<file path="src/rtl/serial_frame_receiver_pkg.sv">
// Shared frame-format definitions for the sen/sd serial link.
// The bank-1 serializer uses the same constants, so both ends always agree
// on frame length and on where the address and data fields sit.
package serial_frame_receiver_pkg;

   // Total bits per frame: 5-bit address followed by 8-bit data, MSB first
   localparam int FRAME_BITS = 13;

   // Field positions inside the assembled shift register
   localparam int ADDR_MSB   = 12;
   localparam int ADDR_LSB   = 8;
   localparam int DATA_MSB   = 7;
   localparam int DATA_LSB   = 0;

   // Bit counter width; it saturates at FRAME_BITS+1 so that overlong frames
   // never wrap back around to a valid-looking length
   localparam int CNT_W      = 4;
   localparam int CNT_MAX    = FRAME_BITS + 1;

   typedef enum logic [1:0] {
      IDLE  = 2'd0,
      SHIFT = 2'd1,
      WRITE = 2'd2
   } state_e;

endpackage

</file>
<file path="src/rtl/serial_frame_receiver_frame_deser.sv">
// frame_deser: shift register plus saturating bit counter.
// Ports:
//   clk, rst        clock, asynchronous active-low reset
//   i_shift_en      shift i_sd into the LSB and advance the counter
//   i_clear         restart the count; together with i_shift_en the shifted
//                   bit becomes bit 1 of a new frame (count = 1)
//   i_sd            serial data bit
//   o_shreg         assembled frame bits, most recent bit in the LSB
//   o_bit_cnt       number of bits shifted in since the last clear
module frame_deser
   import serial_frame_receiver_pkg::*;
(
   input  logic                  clk,
   input  logic                  rst,
   input  logic                  i_shift_en,
   input  logic                  i_clear,
   input  logic                  i_sd,
   output logic [FRAME_BITS-1:0] o_shreg,
   output logic [CNT_W-1:0]      o_bit_cnt
);

   logic [FRAME_BITS-1:0] r_shreg;
   logic [CNT_W-1:0]      r_bit_cnt;
   logic [CNT_W-1:0]      w_cnt_inc;

   // Saturate so a merged/overlong frame can never count back to FRAME_BITS
   assign w_cnt_inc = (r_bit_cnt == CNT_W'(CNT_MAX)) ? r_bit_cnt : r_bit_cnt + 1'b1;

   always_ff @(posedge clk or negedge rst) begin
      if (!rst) begin
         r_shreg   <= '0;
         r_bit_cnt <= '0;
      end else if (i_shift_en) begin
         r_shreg   <= {r_shreg[FRAME_BITS-2:0], i_sd};
         r_bit_cnt <= i_clear ? CNT_W'(1) : w_cnt_inc;
      end else if (i_clear) begin
         r_bit_cnt <= '0;
      end
   end

   assign o_shreg   = r_shreg;
   assign o_bit_cnt = r_bit_cnt;

endmodule

</file>
<file path="src/rtl/serial_frame_receiver.sv">
// serial_frame_receiver: far-end receiver for the sen/sd serial link.
// Deserializes 13-bit frames (address then data, MSB first) into single-cycle
// writes on register bank 2, counts good frames and flags framing errors.
// Ports:
//   clk        clock, all state on posedge
//   rst        asynchronous active-low reset
//   sen        frame enable, low = bit valid on sd
//   sd         serial data, sampled while sen==0
//   RB2_RW     0 = one-cycle write strobe, 1 otherwise
//   RB2_A      write address, holds last written value
//   RB2_D      write data, holds last written value
//   frame_err  one-cycle pulse when a frame ends with the wrong length
//   frame_cnt  good frames written, saturates at NUM_FRAMES
//   done       sticky once NUM_FRAMES good frames have been written
module serial_frame_receiver
   import serial_frame_receiver_pkg::*;
#(
   parameter int ADDR_W     = 5,
   parameter int DATA_W     = 8,
   parameter int NUM_FRAMES = 8
) (
   input  logic              clk,
   input  logic              rst,
   input  logic              sen,
   input  logic              sd,
   output logic              RB2_RW,
   output logic [ADDR_W-1:0] RB2_A,
   output logic [DATA_W-1:0] RB2_D,
   output logic              frame_err,
   output logic [3:0]        frame_cnt,
   output logic              done
);

   state_e                r_state;
   state_e                w_state_nxt;
   logic                  w_shift_en;
   logic                  w_clear;
   logic                  w_load;
   logic                  w_err;
   logic [FRAME_BITS-1:0] w_shreg;
   logic [CNT_W-1:0]      w_bit_cnt;

   frame_deser u_deser (
      .clk        (clk),
      .rst        (rst),
      .i_shift_en (w_shift_en),
      .i_clear    (w_clear),
      .i_sd       (sd),
      .o_shreg    (w_shreg),
      .o_bit_cnt  (w_bit_cnt)
   );

   always_comb begin
      w_state_nxt = r_state;
      w_shift_en  = 1'b0;
      w_clear     = 1'b0;
      w_load      = 1'b0;
      w_err       = 1'b0;
      case (r_state)
         IDLE: begin
            if (!sen) begin
               w_shift_en  = 1'b1;
               w_clear     = 1'b1;
               w_state_nxt = SHIFT;
            end
         end
         SHIFT: begin
            if (!sen) begin
               w_shift_en = 1'b1;
            end else if (w_bit_cnt == CNT_W'(FRAME_BITS)) begin
               w_load      = 1'b1;
               w_state_nxt = WRITE;
            end else begin
               w_err       = 1'b1;
               w_state_nxt = IDLE;
            end
         end
         WRITE: begin
            // sen low on the exit edge already carries bit 1 of the next frame
            if (!sen) begin
               w_shift_en  = 1'b1;
               w_clear     = 1'b1;
               w_state_nxt = SHIFT;
            end else begin
               w_state_nxt = IDLE;
            end
         end
         default: w_state_nxt = IDLE;
      endcase
   end

   always_ff @(posedge clk or negedge rst) begin
      if (!rst) begin
         r_state   <= IDLE;
         RB2_RW    <= 1'b1;
         RB2_A     <= '0;
         RB2_D     <= '0;
         frame_err <= 1'b0;
         frame_cnt <= '0;
         done      <= 1'b0;
      end else begin
         r_state   <= w_state_nxt;
         // Strobe is registered from the load decision so it lines up with A/D
         RB2_RW    <= ~w_load;
         frame_err <= w_err;
         if (w_load) begin
            RB2_A <= w_shreg[ADDR_MSB:ADDR_LSB];
            RB2_D <= w_shreg[DATA_MSB:DATA_LSB];
         end
         if (r_state == WRITE && frame_cnt != 4'(NUM_FRAMES)) begin
            frame_cnt <= frame_cnt + 4'd1;
            if (frame_cnt == 4'(NUM_FRAMES - 1))
               done <= 1'b1;
         end
      end
   end

endmodule

</file>
<file path="config.mk">
export PLATFORM = sky130hd
export DESIGN_NAME = serial_frame_receiver
export DESIGN_NICKNAME = d
export VERILOG_FILES = /design/src/rtl/serial_frame_receiver_pkg.sv /design/src/rtl/serial_frame_receiver_frame_deser.sv /design/src/rtl/serial_frame_receiver.sv
export SDC_FILE = /design/constraint.sdc
export NUM_CORES = 1
export LEC_CHECK = 0
export BUFFER_PORTS_ARGS = -buffer_cell sky130_fd_sc_hd__buf_4
export CELL_PAD_IN_SITES_DETAIL_PLACEMENT = 2
export CELL_PAD_IN_SITES_GLOBAL_PLACEMENT = 2
export CORE_MARGIN = 2
export CORE_UTILIZATION = 39
export CTS_CLUSTER_DIAMETER = 40
export CTS_CLUSTER_SIZE = 8
export DETAILED_ROUTE_END_ITERATION = 16
export PLACE_DENSITY = 0.81
export SKIP_LAST_GASP = 1
export SYNTH_ARGS = -nofsm -noshare
export SYNTH_HDL_FRONTEND = slang
export SYNTH_SLANG_ARGS = --single-unit
</file>
<file path="constraint.sdc">
create_clock -name clk -period 1.9 [get_ports clk]
set_clock_uncertainty 0.15 [all_clocks]
set_input_delay 0.095 -clock clk [delete_from_list [all_inputs] [get_ports clk]]
set_output_delay 0.095 -clock clk [all_outputs]
set_load 0.01 [all_outputs]
</file>
# ---- Yosys cells after proc, flatten, opt, wreduce, memory -nomap -nowiden
# Cells that the tools add are included.
dict set report op_classes {
  n_mux 18
  add_sub_neg 2
  eq_ne 9
  n_bitwise 1
  n_reduce_logical 8
}
# operator n
set op_table {}
lappend op_table {{two-way mux 4 bit} 4}
lappend op_table {{two-way mux 1 bit} 10}
lappend op_table {{adder 4 x 1 -> 4 bit (second input constant)} 2}
lappend op_table {{== test 4 bit (second input constant)} 2}
lappend op_table {{two-way mux 2 bit} 3}
lappend op_table {{one-hot mux 2 bit (3 select lines)} 1}
lappend op_table {{AND reduction 2 bit} 3}
lappend op_table {{== test 4 x 3 -> 1 bit (second input constant)} 1}
lappend op_table {{inequality test 2 bit (second input constant)} 2}
lappend op_table {{inequality test 4 bit (second input constant)} 1}
lappend op_table {{OR reduction 3 bit} 1}
lappend op_table {{== test 2 x 1 -> 1 bit (second input constant)} 1}
lappend op_table {{== test 2 bit (second input constant)} 1}
lappend op_table {{logical NOT 2 bit} 1}
lappend op_table {{inequality test 2 x 1 -> 1 bit (second input constant)} 1}
lappend op_table {{nonzero test 2 bit} 1}
lappend op_table {{OR reduction 2 bit} 1}
lappend op_table {{logical AND 1 bit} 1}
lappend op_table {{inverter 1 bit} 1}
dict set report totals {
  out_inout_bits 20
  input_bits 4
  regBits 39
  wordCells 47
}

# ---- Logic depth before layout (Yosys ltp)
dict set report depth {
  depth_word 5
  mapped_depth 6
  depth_no_buf 5
}

# ---- By module
# Synthesis repeated with hierarchy kept, for this count alone.
dict set report hier_totals {
  cells_unflattened 112
  area_unflattened_um2 1670.4
}
# module seq_area_each_um2 cells_per_inst instances area_per_inst_um2
set modules_own_cells {}
lappend modules_own_cells {serial_frame_receiver 551.8 60 1 919.6}
lappend modules_own_cells {frame_deser 425.4 52 1 750.7}

# ---- Worst setup path after synthesis
# Ideal clock, no wire load.
dict set report synth_timing {
  kind {register -> register}
  startpoint {register u_deser.r_bit_cnt[1], in the netlist u_deser.o_bit_cnt[1]}
  endpoint {register RB2_A[4]}
  path_stages_with_launch 7
  setup_time_ns 0.125
  path_buffers 1
  arrival_ns 1.361
  synth_period_minus_slack_ns 1.637
  path_slack_ns 0.263
  t_required_ns 1.625
  path_cell_list {dfrtp_1 inv_1 ha_1 nand3_1 nor2_4 buf_12 mux2_4}
}
dict set report synth_between {
  elab_chain_len 4
}
# element line_no
set synth_lines {}
lappend synth_lines {{start: declaration} serial_frame_receiver_frame_deser.sv:23} ;# logic [CNT_W-1:0] r_bit_cnt;
lappend synth_lines {{start signal: assignment} serial_frame_receiver_frame_deser.sv:35} ;# r_bit_cnt <= i_clear ? CNT_W'(1) : w_cnt_inc;
lappend synth_lines {{== test 4 bit} serial_frame_receiver.sv:70} ;# end else if (w_bit_cnt == CNT_W'(FRAME_BITS)) begin
lappend synth_lines {{two-way mux 1 bit} serial_frame_receiver.sv:70}
lappend synth_lines {{two-way mux 1 bit} serial_frame_receiver.sv:68} ;# if (!sen) begin
lappend synth_lines {{two-way mux 1 bit} serial_frame_receiver.sv:59} ;# case (r_state)
lappend synth_lines {{end signal: assignment} serial_frame_receiver.sv:107} ;# RB2_A <= w_shreg[ADDR_MSB:ADDR_LSB];
lappend synth_lines {{end: declaration} serial_frame_receiver.sv:27} ;# output logic [ADDR_W-1:0] RB2_A,
# Every way passes these cells.
# A chain may end at the register's enable or synchronous reset.

# ---- Final worst setup path
dict set report layout_timing {
  startpoint {register u_deser.r_bit_cnt[1], in the netlist u_deser.o_bit_cnt[1]}
  endpoint {register RB2_A[0]}
}
# The elaborated chain is that of the path after synthesis.

==> flow_summary_export.csv <==
group,metric,value,unit
die,num_io_pins,24,
global_routing,grt-ovfl-total,0,
power,swShare,26.03,%
worst_setup_path,arrival,1.80,ns
sta,max_slew_margin,67.61,%
global_routing,grt-busiest-layer,"met2",
clocking,root_buffer,"clkbuf_8",
sta,grt_setup_unrepaired,"false",
cells_and_area,n_antenna_cell,0,
cells_and_area,stdcell_count,192,
power,ir_drop,568.8,uV
clocking,clkSlewWorstSetupHoldPaths,0.07,ns
routing,ant_nets,0,
power,power.switching,589.3,uW
cells_and_area,regArea,977.2,um2
sta,setup_viol,0,
power,power.leakage,1.000,nW
clocking,cts_setup_buffers,0,
flow_run,maxCapViolations,0,
sta,hold_viol_final,0,
clocking,clock_path_buffers,2,
place,place_congestion,0.7179,
routing,post_drt_wl_per_cell,18.06,um
synthesis,ys.warnings.count,0,
global_routing,gr-usage-met2,29.06,%
worst_setup_path,slowest_stage,"dfrtp_1",
sta,finalSetupTns,0,ns
worst_setup_path,start_kind,"register",
synthesis,synth_cell_type_count,28,
die,die_w,69.35,um
sta,fmax,562.8,MHz
synthesis,synthArstFlopShare,100.0,%
clocking,clk_latency,0.29,ns
sta,fin_crit_sh,93.52,%
worst_setup_path,end_kind,"register",
power,p_clk_share,31.0,%
clocking,cts_tree,"built",
synthesis,synth_top_cell_area_share,57.10,%
global_routing,met3_usage,4.506,%
clocking,cts.sinks,39,
cells_and_area,drive_above_1_share,49.30,%
routing,drt-initial-drc-count,27,
sta,maxSlewViolCount,0,
cells_and_area,fillers,385,
global_routing,gr-usage-all-layers,16.29,%
clocking,cts-buffers-inserted,5,
die,core_area,4058,um2
worst_setup_path,path_max_fanout,15,
power,comb_power_share,18.1,%
place,hpwl,2577,um
synthesis,synth_ff_type,"dfrtp_1",
routing,routed-via-count,966,
power,seqPwrFrac,50.8,%
synthesis,syn_area_per_cell,15.28,um2
cells_and_area,layout-area-overhead-vs-synth,22.69,%
die,die_y,69.35,um
worst_setup_path,cp_cell_sequence,"inv_1 > ha_1 > nand3_1 > nor2_4 > buf_12 > mux2_2",
global_routing,grt_pass1_vias,1115,
clocking,cts_max_level,2,
synthesis,synth_area_leader_cell,"dfrtp_1",
cells_and_area,num-nets-final,150,
synthesis,synth_nets,118,
synthesis,synth.area.top_cells,"dfrtp_1, mux2_2, mux2_4",
cells_and_area,multi_input_area,626.9,um2
synthesis,synthTopCellsByCount,"dfrtp_1, mux2_2, mux2_4",
routing,via_per_inst,5.031,
routing,wl,3467,um
sta,fin_crit,1.777,ns
clocking,post_cts_resized,0,
die,rows,23,
die,dieArea,4809,um2
synthesis,syn-instance-count,109,
place,io_buffers,23,
worst_setup_path,crit_type,"register to register",
power,internal_power,1.674,mW
cells_and_area,final_util,50.35,%
die,initial_utilization,41.04,%
global_routing,grt_max_degree,40,
worst_hold_path,hp-class,"primary input to register",
global_routing,antenna_found_initial,0,
synthesis,synth-edff-count,0,
outcome,outcome,"finished clean",
sta,worst_pin_slew,0.4858,ns
synthesis,ys_ff_latch,39,
clocking,cts.hold.buffers_added,2,
synthesis,netlist_area,1665,um2
routing,first_pass_iters,3,
global_routing,gr-usage-met1,18.83,%
global_routing,grt_pass1_wl,5968,um
power,power_density,1108,nW/um2
synthesis,seq_area_frac_synth,58.68,%
worst_setup_path,worstPathRequired,1.92,ns
routing,drt_drc_violations_left,0,
worst_setup_path,critPathMaxStageDelay,0.41,ns
place,place_inst,182,
synthesis,yosysMostFrequentCell,"dfrtp_1",
[path summary, 6_finish.rpt]
kind | depth (start not counted) | slack (ns) | startpoint | to
max in group asynchronous | 2 | 1.08 | rst | RB2_RW$_DFF_PN1_
min in group asynchronous | 2 | 0.16 | rst | u_deser.o_shreg[0]$_DFFE_PN0P_
hold reg to reg | 1 | 0.33 | done$_DFFE_PN0P_ | done$_DFFE_PN0P_
setup reg to reg | 6 | 0.12 | u_deser.o_bit_cnt[1]$_DFFE_PN0P_ | RB2_A[0]$_DFFE_PN0P_
setup / recovery | 6 | 0.12 | u_deser.o_bit_cnt[1]$_DFFE_PN0P_ | RB2_A[0]$_DFFE_PN0P_
hold / removal | 4 | 0.04 | sen | u_deser.o_bit_cnt[3]$_DFFE_PN0P_
[worst max-delay path, delay by kind of cell (launching register included)]
kind / cells / cell delay, ns
fa+ha+maj: 1 / 0.17
flops: 1 / 0.41
simple gates: 2 / 0.31
mux: 1 / 0.36
buf+inv: 2 / 0.27
[cell usage in the layout, fill, tap and decap left out, drive strengths merged, types with 2 or more instances in the layout]
master,instances
a41o,2
and2b,2
buf,25
clkbuf,6
dfrtp,38
dlygate4sd3,2
ha,5
inv,7
mux2,27
mux2i,2
nand2,3
nand2b,2
nand3,2
nand4,3
o21ai,2
xnor2,3
[cell families after synthesis]
group           Yosys count  share of synthesized area, %
compound gates            8                         4.283
xor+xnor                  3                         1.578
fa+ha+maj                 5                         3.757
buf+inv                   9                         3.682
flops                    39                         58.68
mux                      29                         21.26
simple gates             16                         6.763
[metal layers]
metal,vias up,share of wire [%]
met2,21,56
met5,-,0
met1,496,40
met3,4,3.6
met4,0,0.75
li1,445,-
[registers in the layout (all words and copies together), names as in the netlist]
name	flops
r_state	2
frame_cnt	4
frame_err	1
u_deser.o_shreg	13
done	1
RB2_D	8
u_deser.o_bit_cnt	4
RB2_RW	1
RB2_A	5
[final cells by class]
| type | instances | area share [%] |
|---|---|---|
| sequential | 39 | 47.83 |
| multi-input combinational | 61 | 30.68 |
| timing repair buffer | 27 | 11.39 |
| clock buffer | 6 | 4.042 |
| tap | 50 | 3.062 |
| clock inverter | 2 | 1.715 |
| inverter | 7 | 1.286 |
[power by group through the flow]
stage / registers [mW] / clock network (mW) / logic [mW]
global placement: 1.14 / 0 / 0.378
finish: 1.15 / 0.703 / 0.410
global route: 1.18 / 0.769 / 0.456
floorplan: 1.14 / 0 / 0.241
detailed placement: 1.17 / 0 / 0.414
CTS: 1.16 / 0.735 / 0.422
[per-stage QoR]
stage | setup WS [ns] | hold slack (ns) | total power [mW] | cell area [um2]
after CTS | 0.09132 | 0.02928 | 2.314 | 2043
after floorplan | 0.2634 | -0.3506 | 1.377 | 1665
after detailed placement | 0.1006 | -0.05074 | 1.585 | 1906
after global placement | 0.2539 | -0.07010 | 1.522 | 1906
final | 0.1231 | 0.04316 | 2.264 | 2043
after global routing | 0.03550 | 0.04246 | 2.407 | 2043
Note: power is estimated with default switching activity, not from simulation.
